[config.mk]
export PLATFORM = sky130hd
export DESIGN_NAME = slot_alloc
export DESIGN_NICKNAME = d
export VERILOG_FILES = /design/src/rtl/slot_alloc_pkg.sv /design/src/rtl/slot_alloc_decodex.sv /design/src/rtl/slot_alloc_rr_ffs.sv /design/src/rtl/slot_alloc.sv
export SDC_FILE = /design/constraint.sdc
export NUM_CORES = 1
export LEC_CHECK = 0
export ABC_AREA = 1
export ABC_CLOCK_PERIOD_IN_PS = 4350
export BUFFER_PORTS_ARGS = -buffer_cell sky130_fd_sc_hd__buf_2
export CAP_MARGIN = 40
export CORE_UTILIZATION = 45
export CTS_BUF_LIST = sky130_fd_sc_hd__clkbuf_8
export CTS_CLUSTER_DIAMETER = 150
export DETAILED_ROUTE_END_ITERATION = 6
export SLEW_MARGIN = 0
export SYNTH_ARGS = -nofsm -noshare
export SYNTH_HDL_FRONTEND = slang
export SYNTH_SLANG_ARGS = --single-unit
[constraint.sdc]
create_clock -name clk -period 4.35 [get_ports clk]
set_clock_uncertainty 0.05 [all_clocks]
set_input_delay 0.6525 -clock clk [delete_from_list [all_inputs] [get_ports clk]]
set_output_delay 0.6525 -clock clk [all_outputs]
set_load 0.005 [all_outputs]
[src/rtl/slot_alloc_pkg.sv]
// Shared definitions for the slot allocator: default pool geometry and the
// ceil(log2) helper used to size slot indices.
package slot_alloc_pkg;

    // Smallest r with 2**r >= n; returns at least 1 so a 2-slot pool still gets a 1-bit index.
    function automatic int clog2_f(input int n);
        int r;
        r = 1;
        while ((1 << r) < n) r++;
        return r;
    endfunction

    localparam int NSLOT_DEF = 48;
    localparam int IDWID_DEF = clog2_f(NSLOT_DEF);

endpackage

[src/rtl/slot_alloc_decodex.sv]
// Index to one-hot decoder with enable. Indices at or above N decode to all-zero,
// which the allocator relies on to reject out-of-range releases.
module decodex
    import slot_alloc_pkg::*;
#(
    parameter int N = NSLOT_DEF,
    parameter int W = IDWID_DEF
) (
    input  logic [W-1:0] idx,
    input  logic         en,
    output logic [N-1:0] onehot
);

    // One-hot decode; bit i set only when enabled and idx equals i.
    always_comb begin
        for (int i = 0; i < N; i++) begin
            onehot[i] = en && (idx == W'(i));
        end
    end

endmodule

[src/rtl/slot_alloc_rr_ffs.sv]
// Rotating find-first-set: returns the lowest set bit at or above ptr, wrapping
// to the lowest set bit overall when nothing is set at or above ptr.
// Built as two parallel priority encoders plus a final select, so the critical
// path is one compare-and-mask followed by one encoder rather than a rotator.
module rr_ffs
    import slot_alloc_pkg::*;
#(
    parameter int N = NSLOT_DEF,
    parameter int W = IDWID_DEF
) (
    input  logic [N-1:0] vec,
    input  logic [W-1:0] ptr,
    output logic         found,
    output logic [W-1:0] idx
);

    logic [N-1:0] hi_vec;
    logic         hi_found;
    logic [W-1:0] hi_idx;
    logic         lo_found;
    logic [W-1:0] lo_idx;

    // Keep only candidates at or above the search start.
    always_comb begin
        for (int i = 0; i < N; i++) begin
            hi_vec[i] = vec[i] && (W'(i) >= ptr);
        end
    end

    // Lowest set bit of the masked vector (the non-wrapping search).
    always_comb begin
        // NOTE: every combinational output gets a default first, so no path can leave it unassigned and infer a latch.
        hi_found = 1'b0;
        hi_idx   = '0;
        for (int i = N - 1; i >= 0; i--) begin
            if (hi_vec[i]) begin
                hi_found = 1'b1;
                hi_idx   = W'(i);
            end
        end
    end

    // Lowest set bit of the full vector (the wrapped search).
    always_comb begin
        lo_found = 1'b0;
        lo_idx   = '0;
        for (int i = N - 1; i >= 0; i--) begin
            if (vec[i]) begin
                lo_found = 1'b1;
                lo_idx   = W'(i);
            end
        end
    end

    // Prefer the non-wrapping hit; fall back to the wrapped one.
    always_comb begin
        found = hi_found || lo_found;
        idx   = hi_found ? hi_idx : lo_idx;
    end

endmodule

[src/rtl/slot_alloc.sv]
// Free-slot allocator: free bitmap, rotating search pointer and occupancy counter.
// Grants are answered one cycle after the request; releases take effect at the
// same edge, and flush returns the whole pool.
module slot_alloc
    import slot_alloc_pkg::*;
#(
    parameter int NSLOT = NSLOT_DEF,
    parameter int IDWID = IDWID_DEF
) (
    input  logic             clk,
    input  logic             rst_n,
    input  logic             alloc_req,
    output logic             alloc_ack,
    output logic             alloc_ok,
    output logic [IDWID-1:0] alloc_id,
    output logic [NSLOT-1:0] alloc_map,
    input  logic             rel_vld,
    input  logic [IDWID-1:0] rel_id,
    output logic             rel_err,
    input  logic             flush,
    output logic [IDWID:0]   used_cnt,
    output logic             full,
    output logic             empty
);

    localparam logic [IDWID:0]   CNT_FULL = (IDWID + 1)'(NSLOT);
    localparam logic [IDWID-1:0] LAST_ID  = IDWID'(NSLOT - 1);

    logic [NSLOT-1:0] free;
    logic [IDWID-1:0] ptr;

    logic             found;
    logic [IDWID-1:0] ffs_idx;
    logic             grant;
    logic [NSLOT-1:0] grant_mask;
    logic [NSLOT-1:0] rel_mask;
    logic             rel_hit;
    logic             rel_ok;
    logic             rel_bad;
    logic [NSLOT-1:0] free_next;
    logic [IDWID:0]   cnt_next;
    logic [IDWID-1:0] ptr_next;

    // Search the pre-release bitmap so a slot being released cannot be regranted this cycle.
    rr_ffs #(.N(NSLOT), .W(IDWID)) u_ffs (
        .vec   (free),
        .ptr   (ptr),
        .found (found),
        .idx   (ffs_idx)
    );

    decodex #(.N(NSLOT), .W(IDWID)) u_grant_dec (
        .idx    (ffs_idx),
        .en     (grant),
        .onehot (grant_mask)
    );

    // Out-of-range rel_id decodes to zero, so it can never hit an allocated slot.
    decodex #(.N(NSLOT), .W(IDWID)) u_rel_dec (
        .idx    (rel_id),
        .en     (rel_vld),
        .onehot (rel_mask)
    );

    // Next-state for bitmap, pointer and counter; flush overrides alloc and release.
    always_comb begin
        grant    = alloc_req && found && !flush;
        rel_hit  = |(rel_mask & ~free);
        rel_ok   = rel_vld && rel_hit && !flush;
        rel_bad  = rel_vld && !rel_hit && !flush;
        free_next = (free & ~grant_mask) | (rel_ok ? rel_mask : '0);
        cnt_next  = used_cnt;
        ptr_next  = ptr;
        if (grant) begin
            ptr_next = (ffs_idx == LAST_ID) ? '0 : ffs_idx + IDWID'(1);
        end
        case ({grant, rel_ok})
            2'b10:   cnt_next = used_cnt + (IDWID + 1)'(1);
            2'b01:   cnt_next = used_cnt - (IDWID + 1)'(1);
            default: cnt_next = used_cnt;
        endcase
        if (flush) begin
            free_next = '1;
            cnt_next  = '0;
            ptr_next  = '0;
        end
    end

    // State and registered outputs; full/empty derive from the next count so they track used_cnt.
    always_ff @(posedge clk or negedge rst_n) begin
        if (!rst_n) begin
            free      <= '1;
            ptr       <= '0;
            used_cnt  <= '0;
            full      <= 1'b0;
            empty     <= 1'b1;
            alloc_ack <= 1'b0;
            alloc_ok  <= 1'b0;
            alloc_id  <= '0;
            alloc_map <= '0;
            rel_err   <= 1'b0;
        end else begin
            // NOTE: sequential state uses non-blocking assignments so every register samples pre-edge values.
            free      <= free_next;
            ptr       <= ptr_next;
            used_cnt  <= cnt_next;
            full      <= (cnt_next == CNT_FULL);
            empty     <= (cnt_next == '0);
            alloc_ack <= alloc_req;
            alloc_ok  <= grant;
            alloc_id  <= grant ? ffs_idx : '0;
            alloc_map <= grant_mask;
            rel_err   <= rel_bad;
        end
    end

endmodule

==> results_dict.tcl <==
set metrics [dict create \
    final_hold_viol_count 0 \
    synth_area_leaders "dfrtp_1 (26%), dfstp_2 (19%), nand2_1 (11%)" \
    setup_ws_ns 0.05894 \
    period_share 0.9865 \
    crit_slowest_cell "dfstp_2" \
    crit_buf_inv 3 \
    synth_nets 984 \
    peakVddDrop_uv 255.3 \
    cts.sinks 120 \
    drv_slew 0 \
    power.total_mw 2.897 \
    insertion_delay_ns 0.45 \
    area_growth_pct 25.82 \
    grt-ovfl-total 0 \
    rsz0062_at_grt "true" \
    synth.largest_area_cell "dfrtp_1" \
    run_status "complete, no violations" \
    clk_pin_slew_worst_paths_ns 0.07 \
    r2r_start "free[47]" \
    antenna_left 0 \
    cp-start-kind "flip-flop" \
    antenna_found_initial 0 \
    hold_path_class "in2async" \
    crit_path_frequent_cell "nand2_1" \
    syn-cell-area_um2 6944 \
    r2r-end "free[47]" \
    diodes 0 \
    power.density_nw_per_um2 331.6 \
    cts_buffers 17 \
    synth_cell_types 41 \
    wire_per_inst_um 18.65 \
    first_iter_violations 855 \
    portBuffers 76 \
    layout.cells.non_filler 1289 \
    total_leakage_power_nw 4.396 \
    grt_max_degree 63 \
    yosysSeqAreaShare 0.4413 \
    relSlewSlack 0.1350 \
    synth_top_area_frac 0.2559 \
    die_width_um 126.2 \
    worst_slew_pin_slew_ns 1.296 \
    synth_area_per_cell_um2 7.218 \
    dp_slack_ns -0.07124 \
    synthCells 962 \
    cp.required_ns 4.66 \
    drive_gt1_frac 0.2879 \
    fin_nets 1110 \
    ys_warn_count 0 \
    num_io_pins 77 \
    grt_pass1_vias 6768 \
    cts_tree "built" \
    root_buffer "clkbuf_8" \
    cp_max_fo 4 \
    gp_congestion 0.9677 \
    initial_utilization 0.4585 \
    max_stage_delay_ns 0.54 \
    first_pass_iters 6 \
    path_delay_family "simple AND/OR/NAND/NOR gates" \
    die_y_um 126.2 \
    arrival_ns 4.60 \
    grt_usage 0.3094 \
    cap_violations 0 \
    vias_per_cell 5.563 \
    cp-end-kind "flip-flop" \
    vias 7171 \
    setup_viol 0 \
    grt_pass1_wl_um 36790 \
    die-area_um2 15930 \
    final.min_clock_period_ns 4.291 \
    whs_ns 0.2215 \
    fp-row-count 45 \
    routed_wl_um 24040 \
    place_inst 1254 \
    cts_max_level 4 \
    drc 0 \
    synth-seq-cells 120 \
    num-fill-cells 1443 \
    cts.path.max_buffers 2 \
    r2r_slack_ns 0.06 \
    fmax_ghz 0.2330 \
    worst_r2r_path_depth 49 \
    dp_hpwl_um 18290 \
    crit_type "reg2reg" \
    core_um2 15150 \
]
-- per-stage QoR --
step | area, um2 | setup TNS (ns) | util
2_1_floorplan | 6944 | 0 | -
3_3_place_gp | 7913 | -0.06396 | 0.5224
3_5_place_dp | 7913 | -0.1864 | 0.5224
4_1_cts | 8361 | 0 | 0.5520
5_1_grt | 8737 | -27.22 | 0.5769
6_report | 8737 | 0 | 0.5769
-- sequential cells by signal, indices dropped and copies added (netlist names) --
signal	count
free	48
rel_err	1
alloc_id	6
full	1
alloc_ack	1
alloc_ok	1
ptr	6
alloc_map	48
used_cnt	7
empty	1
-- report_power, final --
part,internal (mW),switching [mW]
Combinational,0.197,0.376
Sequential,1.15,0.0318
Clock,0.644,0.499
-- Yosys cell counts (all sizes together) --
| master | n |
|---|---|
| xor2 | 1 |
| o211ai | 8 |
| nand3 | 67 |
| buf | 6 |
| dfstp | 49 |
| nand2 | 205 |
| o2111a | 1 |
| o21bai | 2 |
| dfrtp | 71 |
| and2 | 1 |
| nor3 | 19 |
| fa | 1 |
| nor2 | 167 |
| o22ai | 4 |
| a21boi | 1 |
| o21ai | 84 |
| a31oi | 48 |
| nand4 | 9 |
| a2111oi | 1 |
| xnor2 | 2 |
| clkbuf | 21 |
| o221ai | 3 |
| a211oi | 6 |
| inv | 135 |
| or2 | 1 |
| clkinv | 2 |
| o31ai | 1 |
| a21oi | 23 |
| o21a | 1 |
| nor4 | 10 |
| a311oi | 2 |
| ha | 10 |
-- what timing repair did --
action | in CTS | in global routing
hold buffers | 0 | 0
pin swaps | 0 | 18
setup buffers | 0 | 3
resized for setup | 3 | 113
endpoints found under the hold margin | 0 | 0
endpoints found under the setup margin | 9 | 104
-- per-layer routing --
metal / wire length (um) / global-route usage / vias to the layer above / share of wire
li1: - / - / 3415 / -
met1: 10640 / 0.4302 / 3365 / 0.44
met2: 10560 / 0.4485 / 328 / 0.44
met3: 1862 / 0.07094 / 63 / 0.077
met4: 973 / 0.1630 / 0 / 0.040
met5: 0 / 0 / - / 0
-- worst register-to-register path, delay by kind of cell (launching register included) --
family / cells / cell delay (ns)
AOI/OAI and AO/OA: 8 / 0.92
adders and majority gates: 1 / 0.15
buffers and inverters: 3 / 0.27
DFF: 1 / 0.54
and+or+nand+nor: 37 / 2.32
-- how the worst max path moves through the flow --
stage / startpoint / end / slack (ns) / depth (start not counted)
after floorplan: rel_id[5] / full / 0.31 / 23
after global placement: ptr[3] / free[13] / -0.05 / 49
after detailed placement: ptr[3] / free[13] / -0.07 / 49
after CTS: ptr[3] / free[8] / 0.009 / 54
after global routing: free[47] / free[14] / -0.38 / 47
final: free[47] / free[47] / 0.06 / 49
-- cells in the final DEF, fill, tap and decap left out, types with 4 or more instances in the layout --
| cell type | synthesis | final |
|---|---|---|
| a211oi_1 | 6 | 6 |
| a21oi_1 | 23 | 22 |
| a31oi_1 | 48 | 48 |
| buf_12 | 0 | 4 |
| buf_2 | 1 | 75 |
| buf_4 | 4 | 52 |
| bufinv_16 | 0 | 4 |
| clkbuf_8 | 0 | 18 |
| dfrtp_1 | 71 | 67 |
| dfrtp_2 | 0 | 4 |
| dfstp_2 | 49 | 49 |
| ha_1 | 10 | 6 |
| inv_1 | 123 | 121 |
| inv_2 | 12 | 15 |
| inv_6 | 0 | 4 |
| nand2_1 | 200 | 181 |
| nand2_2 | 3 | 16 |
| nand2_4 | 2 | 8 |
| nand3_1 | 67 | 65 |
| nand4_1 | 9 | 9 |
| nor2_1 | 161 | 120 |
| nor2_2 | 4 | 27 |
| nor2_4 | 2 | 20 |
| nor3_1 | 19 | 17 |
| nor4_1 | 10 | 10 |
| o211ai_1 | 8 | 8 |
| o21ai_0 | 70 | 62 |
| o21ai_1 | 13 | 19 |
-- cell families (layout without fill, tap and decap cells) --
kind of cell | count (synthesis) | after routing | synth area share
fa+ha+maj | 11 | 11 | 0.02090
xor+xnor | 3 | 3 | 0.003784
flops | 120 | 120 | 0.4413
compound gates | 185 | 185 | 0.1542
buf+inv | 164 | 303 | 0.09099
simple gates | 479 | 479 | 0.2888
-- layout make-up --
type                    instances  area (um2)  share of cell area
inverters                     137       514.2             0.05886
multi-input cells             678        3596              0.4116
flip-flops and latches        120        3069              0.3513
clock buffers                  18       247.7             0.02835
clock inverters                14       195.2             0.02234
well taps                     188       235.2             0.02692
repair buffers                134       879.6              0.1007
Power figures use the tool's default switching activity.
